`config.mk`:
```
export PLATFORM = sky130hd
export DESIGN_NAME = spike_packet_router
export DESIGN_NICKNAME = d
export VERILOG_FILES = /design/src/rtl/spike_packet_router.sv
export SDC_FILE = /design/constraint.sdc
export NUM_CORES = 1
export LEC_CHECK = 0
export ABC_AREA = 1
export CORE_UTILIZATION = 56
export CTS_CLUSTER_SIZE = 20
export DETAILED_ROUTE_END_ITERATION = 6
export PLACE_DENSITY = 0.83
export RECOVER_POWER = 25
export SKIP_LAST_GASP = 1
export SYNTH_ARGS = -nofsm -noshare
export SYNTH_HDL_FRONTEND = slang
export SYNTH_SLANG_ARGS = --single-unit
```
`constraint.sdc`:
```
create_clock -name clk -period 4.54 [get_ports clk]
set_clock_uncertainty 0.1 [all_clocks]
set_input_delay 1.135 -clock clk [delete_from_list [all_inputs] [get_ports clk]]
set_output_delay 1.135 -clock clk [all_outputs]
set_load 0.02 [all_outputs]
```
`src/rtl/spike_packet_router.sv`:
```
// rtl/spike_packet_router.sv - FIFO-buffered spike packet router to four neuron-core ports
//
// Purpose:
//   Accepts merged spike packets, buffers them in a DEPTH-entry FIFO and
//   presents the head packet to one of four ports selected by its top two
//   bits. Delivery is strictly in order; a stalled port blocks later packets.
//
// Ports:
//   clk         in   rising-edge clock
//   reset       in   synchronous, active-high reset
//   in_data     in   [WIDTH-1:0] packet: dest in [WIDTH-1:WIDTH-2], payload below
//   in_valid    in   in_data is valid
//   in_ready    out  router can accept a packet this cycle
//   out_data    out  [WIDTH-3:0] payload of head packet, broadcast to all ports
//   out_valid   out  [3:0] one-hot port select for head packet, zero when empty
//   out_ready   in   [3:0] per-port consumer ready
//   fifo_count  out  [CW-1:0] current occupancy
//   pkt_cnt     out  [63:0] per-port saturating delivery counters (16 bits each)
//
// Optional feature macro: ROUTER_PKT_CNT_EN (adds pkt_cnt and its counters).

module spike_packet_router #(
    parameter int WIDTH = 8,
    parameter int DEPTH = 4,
    parameter int CW    = $clog2(DEPTH + 1)
) (
    input  logic             clk,
    input  logic             reset,
    input  logic [WIDTH-1:0] in_data,
    input  logic             in_valid,
    output logic             in_ready,
    output logic [WIDTH-3:0] out_data,
    output logic [3:0]       out_valid,
    input  logic [3:0]       out_ready,
    output logic [CW-1:0]    fifo_count
`ifdef ROUTER_PKT_CNT_EN
    ,
    output logic [63:0]      pkt_cnt
`endif
);

    localparam int            PW   = (DEPTH > 1) ? $clog2(DEPTH) : 1;
    localparam logic [CW-1:0] FULL = CW'(DEPTH);

    logic [WIDTH-1:0] mem_q [DEPTH];
    logic [PW-1:0]    rd_ptr_q, rd_ptr_d;
    logic [PW-1:0]    wr_ptr_q, wr_ptr_d;
    logic [CW-1:0]    count_q, count_d;

    logic [WIDTH-1:0] head;
    logic [1:0]       head_dest;
    logic             not_empty;
    logic             push;
    logic             pop;

    assign head      = mem_q[rd_ptr_q];
    assign head_dest = head[WIDTH-1 -: 2];

    // Gating with reset keeps outputs quiet during the reset cycle itself,
    // before the registered state has been cleared.
    assign not_empty = (count_q != '0) && !reset;

    assign out_valid  = not_empty ? (4'b0001 << head_dest) : 4'b0000;
    assign out_data   = not_empty ? head[WIDTH-3:0] : '0;
    assign fifo_count = reset ? '0 : count_q;

    // No pass-through when full: a same-cycle pop does not open in_ready.
    assign in_ready = (count_q != FULL) && !reset;

    assign push = in_valid && in_ready;
    // Only the selected port's ready matters since out_valid is one-hot.
    assign pop  = |(out_valid & out_ready);

    // DEPTH is a power of two, so pointer increment wraps naturally.
    always_comb begin
        rd_ptr_d = rd_ptr_q;
        wr_ptr_d = wr_ptr_q;
        count_d  = count_q;
        if (push) begin
            wr_ptr_d = wr_ptr_q + PW'(1);
        end
        if (pop) begin
            rd_ptr_d = rd_ptr_q + PW'(1);
        end
        case ({push, pop})
            2'b10:   count_d = count_q + CW'(1);
            2'b01:   count_d = count_q - CW'(1);
            default: count_d = count_q;
        endcase
    end

    always_ff @(posedge clk) begin
        if (reset) begin
            rd_ptr_q <= '0;
            wr_ptr_q <= '0;
            count_q  <= '0;
        end else begin
            rd_ptr_q <= rd_ptr_d;
            wr_ptr_q <= wr_ptr_d;
            count_q  <= count_d;
        end
    end

    // Storage needs no reset: entries are only visible when count_q covers them.
    always_ff @(posedge clk) begin
        if (push) begin
            mem_q[wr_ptr_q] <= in_data;
        end
    end

`ifdef ROUTER_PKT_CNT_EN
    logic [15:0] cnt_q [4];

    always_ff @(posedge clk) begin
        if (reset) begin
            for (int d = 0; d < 4; d++) begin
                cnt_q[d] <= '0;
            end
        end else begin
            for (int d = 0; d < 4; d++) begin
                if (pop && (head_dest == 2'(d)) && (cnt_q[d] != 16'hFFFF)) begin
                    cnt_q[d] <= cnt_q[d] + 16'd1;
                end
            end
        end
    end

    assign pkt_cnt = {cnt_q[3], cnt_q[2], cnt_q[1], cnt_q[0]};
`endif

`ifndef SYNTHESIS
    always_ff @(posedge clk) begin
        if (!reset) begin
            assert (count_q <= FULL)
                else $error("router occupancy above DEPTH");
            assert (!(pop && (count_q == '0)))
                else $error("router pop from empty FIFO");
            assert ($onehot0(out_valid))
                else $error("router out_valid not one-hot");
        end
    end
`endif

endmodule
```
Word-level counts from Yosys, hierarchy flattened
Memory sizes are Yosys's and may differ from the RTL's. A register that Yosys moved wholly into a read port is not among the register bits.
Index checks and enable logic that the tools add are counted.
W data, S select, Z words.
{"block": "totals", "reg_bits": 7, "latch_bits": 0, "ramBits": 32, "romBits": 0, "inputBits": 15, "output_inout_bits": 14, "elab_cells": 28, "mem_count": 1}
{"name": "mem_q", "depth": 4, "width": 8, "rd": 1, "rd_clocked_by_memory_dff": 1, "wr": 1, "line": "45", "rtl": "logic [WIDTH-1:0] mem_q [DEPTH];"}
{"block": "classes", "add_sub_neg": 4, "mul": 0, "div": 0, "magnitude_cmp": 0, "eq_ne": 3, "shifts": 1, "muxes": 8, "n_bitwise": 1, "reduce_logical": 7}
{"cell": "$mux W6", "count": 1}
{"cell": "$pmux W3 S2", "count": 1}
{"cell": "$add A2 B1 Y2 const B", "count": 2}
{"cell": "$and A4 B4 Y4", "count": 1}
{"cell": "$mux W2", "count": 2}
{"cell": "$mux W4", "count": 1}
{"cell": "$reduce_or A4 Y1", "count": 1}
{"cell": "$shl A1 B2 Y4 const A", "count": 1}
{"cell": "$add A3 B1 Y3 const B", "count": 1}
{"cell": "$logic_and A1 B1 Y1", "count": 3}
{"cell": "$mux W3", "count": 1}
{"cell": "$ne A3 B3 Y1 const B", "count": 1}
{"cell": "$reduce_bool A3 Y1", "count": 1}
{"cell": "$sub A3 B1 Y3 const B", "count": 1}
{"cell": "$eq A2 B1 Y1 const B", "count": 1}
{"cell": "$eq A2 B2 Y1 const B", "count": 1}
{"cell": "$mux W1", "count": 2}
{"cell": "$reduce_bool A2 Y1", "count": 1}
{"cell": "$logic_not A1 Y1", "count": 1}

Depth between registers and ports, before layout
{"block": "depth", "depth_word": 7, "depth_mapped": 17, "mapped_depth_nobuf": 16}

Least setup slack after synthesis
OpenSTA, ideal clock, no wires.
{"block": "synth_timing", "path_type": "input to output", "startpoint": "input reset", "endpoint": "output out_valid[2]", "arrival_ns": 1.824, "required_time_ns": 3.305, "setup_slack_ns": 1.481, "path_stages": 3, "path_buffers": 0, "cell_sequence": "inv_2 nand2_4 nor3_1"}
{"block": "synth_between", "elab_chain_cells": 3}
{"element": "start, declared", "line": "28", "rtl": "input logic reset,"}
{"element": "$logic_not A1 Y1", "line": "61", "rtl": "assign not_empty = (count_q != '0) && !reset;"}
{"element": "$logic_and A1 B1 Y1", "line": "61"}
{"element": "$mux W4", "line": "63", "rtl": "assign out_valid = not_empty ? (4'b0001 << head_dest) : 4'b0000;"}
{"element": "end, declared", "line": "33", "rtl": "output logic [3:0] out_valid,"}
No other way between the ends.

Worst setup path after layout
{"block": "layout_timing", "startpoint": "input reset", "endpoint": "output out_valid[1]"}
Same word-level chain as after synthesis.

==> run metrics <==
type of element capturing the critical path output pin; Routed WL per cell 13.41 µm; Peak Freq 245.3 MHz; fin crit share 0.8981; count of warnings emitted by yosys 0; area share of the largest cell type after synthesis 0.5297; final wirelength 3.340 mm; net total in the final layout 225; number of input and output port buffers inserted 28; internal power consumption 0.0006050 W; Num CTS Buffers 5; Arr. time, crit path 2840 ps; final count of hold timing violations 0; Netlist cell types 25; syn_area_per_cell 10.49 µm²; largest net degree at the start of global routing 18; number of maximum-capacitance violations 0; critical path fanouts, max 10; part of the power in the clock network 0.275; post-route minimum period 4077 ps; Final Max Tran Viols 0; total vias in the final route 1260; net load switching power 0.0002339 W; antenna violation net count after detailed routing 0; detail-routed via count per cell 5.060; final instance count without filler cells 249; die footprint 0.003472 mm²; syn_nets 194; Reg clk slew, reported paths 100 ps; Remaining DRCs 0; met2 demand-to-capacity share in global routing 0.3766; Routability Congestion 0.8219; most frequent cells in the layout sky130_fd_sc_hd__nor2_1, sky130_fd_sc_hd__edfxtp_1, sky130_fd_sc_hd__clkdlybuf4s50_1; number of buffers on the longest clock path 2; buffer type at the clock tree root sky130_fd_sc_hd__clkbuf_4; worst hold slack 439.3 ps; worst min path class flip-flop to flip-flop; number of violations reported at the end of detailed-routing iteration 0 63; met3 track utilization from global routing 0.07473; data required time at the worst endpoint 3300 ps; global route total overflow 0; most used flip-flop cell after synthesis sky130_fd_sc_hd__edfxtp_1; Leakage 0.8343 nW; Setup Crit Path Kind primary input to output pin; switching share of total power 0.2788; CTS HTree Levels 2; cell count after placement 241; die outline width 58.92 µm; outcome complete, no violations; Row Count 20; worst-case vdd ir drop 0.2407 mV; library cell with the largest summed area after synthesis sky130_fd_sc_hd__edfxtp_1; final HPWL from detailed placement 2.368 mm; dominant cells by area after synthesis sky130_fd_sc_hd__edfxtp_1, sky130_fd_sc_hd__dfxtp_1, sky130_fd_sc_hd__nor2_1; count of antenna diodes in the layout 0; Tot GR Track Use 0.2214; met1 track demand over resource in global routing 0.2515; Post-synth EDFFs 32; first-pass GRT wire length 5.368 mm; FFs w/ async S/R, synth 0; Finish-stage setup viols 0; TNS Setup 0 ps; area of the placeable core 0.003053 mm²; antenna violations before repair 0; initial core utilization 0.5943; count of state elements after synthesis 41; # hold bufs at CTS 0; Max transition margin 0.4874; share of the yosys chip area belonging to registers 0.6290; number of global-route vias before repair 1261; I/O pin count 29; Pre-antenna DRT Iters 4; transition time at the pin with the least slew margin 766.1 ps; Mapped Cells 173; height of the chip 58.92 µm; element type at the critical path start primary input; part of the total power dissipated in sequential elements 0.526; global routing's busiest layer met2; total of cells resized after clock tree synthesis 0; Comb power frac 0.199; setup repair after global routing missed its margin no; number of clock sinks 41; Setup Buffers After CTS 0; post-synthesis to final-layout area growth 21.38%; cell area after synthesis 0.001814 mm²; fraction of layout instances using a drive strength above 1 0.1024; most common cell after layout, fill and taps aside sky130_fd_sc_hd__nor2_1; PwrDens 380.9 mW/mm²; clock tree from TritonCTS yes; clock network latency to the later pin of the worst-skew pair 350 ps
## critical path: stages
cell and delay (ps):
sky130_fd_sc_hd__clkdlybuf4s50_1 530, sky130_fd_sc_hd__inv_2 170, sky130_fd_sc_hd__nand2_4 130, sky130_fd_sc_hd__inv_2 90
sky130_fd_sc_hd__nand2_1 80, sky130_fd_sc_hd__nor2_1 90, sky130_fd_sc_hd__clkdlybuf4s50_1 610
## sequential cells by signal, indices dropped and copies added (netlist names), named ones only
register,count
count_q,3
rd_ptr_q,2
mem_q,32
wr_ptr_q,2
## final timing paths
| check | startpoint | endpoint | slack [ps] | depth (start not counted) |
|---|---|---|---|---|
| worst min register to register | wr_ptr_q[1] | wr_ptr_q[1] | 440 | 2 |
| worst min-delay path | wr_ptr_q[1] | wr_ptr_q[1] | 440 | 2 |
| worst max-delay path | reset | out_valid[1] | 460 | 7 |
| worst max register to register | flip-flop | count_q[2] | 1720 | 15 |
## metal layers
metal  routed length [µm]  vias up
met5                    0        -
li1                     -      640
met2                 1776       32
met1                 1369      584
met4                   48        0
met3                  145        4
## metrics by stage
| step | setup slack, ps | util | instance area (µm²) | total power (W) |
|---|---|---|---|---|
| after floorplan | 1481 | - | 1814 | 0.0005588 |
| after global placement | 568.1 | 0.6951 | 2122 | 0.0006106 |
| after detailed placement | 464.9 | 0.6951 | 2122 | 0.0006180 |
| after CTS | 464.8 | 0.7213 | 2202 | 0.0008481 |
| after global routing | 388.0 | 0.7213 | 2202 | 0.0008814 |
| final | 462.6 | 0.7213 | 2202 | 0.0008389 |
## Yosys cell counts, types with 2 or more instances
master and number:
sky130_fd_sc_hd__a21oi_1 12, sky130_fd_sc_hd__nand3_2 2, sky130_fd_sc_hd__nand3_1 4, sky130_fd_sc_hd__nand4_1 2, sky130_fd_sc_hd__nor3_1 2, sky130_fd_sc_hd__inv_1 13
sky130_fd_sc_hd__nand2_2 4, sky130_fd_sc_hd__nand2_1 15, sky130_fd_sc_hd__dfxtp_1 9, sky130_fd_sc_hd__o21ai_0 16, sky130_fd_sc_hd__nor2_1 42, sky130_fd_sc_hd__xor2_1 2
sky130_fd_sc_hd__inv_2 3, sky130_fd_sc_hd__edfxtp_1 32, sky130_fd_sc_hd__ha_1 5
## cell families after synthesis
family	Yosys count	share of synthesized area
AND/OR/NAND/NOR	74	0.1821
buffers and inverters	22	0.05655
AO/OA/AOI/OAI	28	0.07724
flip-flops	41	0.6290
adder cells (fa/ha/maj)	6	0.04552
XOR/XNOR	2	0.009657
## final cells by class
cell class	instances	area, µm²
inverter	18	75.07
timing repair buffer	28	280.3
tap	44	55.05
sequential	41	1141
multi-input combinational	110	570.5
clock buffer	6	41.29
fill	244	850.8
clock inverter	2	38.79
## power groups by stage
stage	clock network, W	logic [W]	registers, W
2_1_floorplan	0	0.000122	0.000437
3_3_place_gp	0	0.000162	0.000449
3_5_place_dp	0	0.000168	0.000450
4_1_cts	0.000238	0.000169	0.000441
5_1_grt	0.000250	0.000188	0.000444
6_report	0.000231	0.000167	0.000441
(Power assumes the default switching activity.)
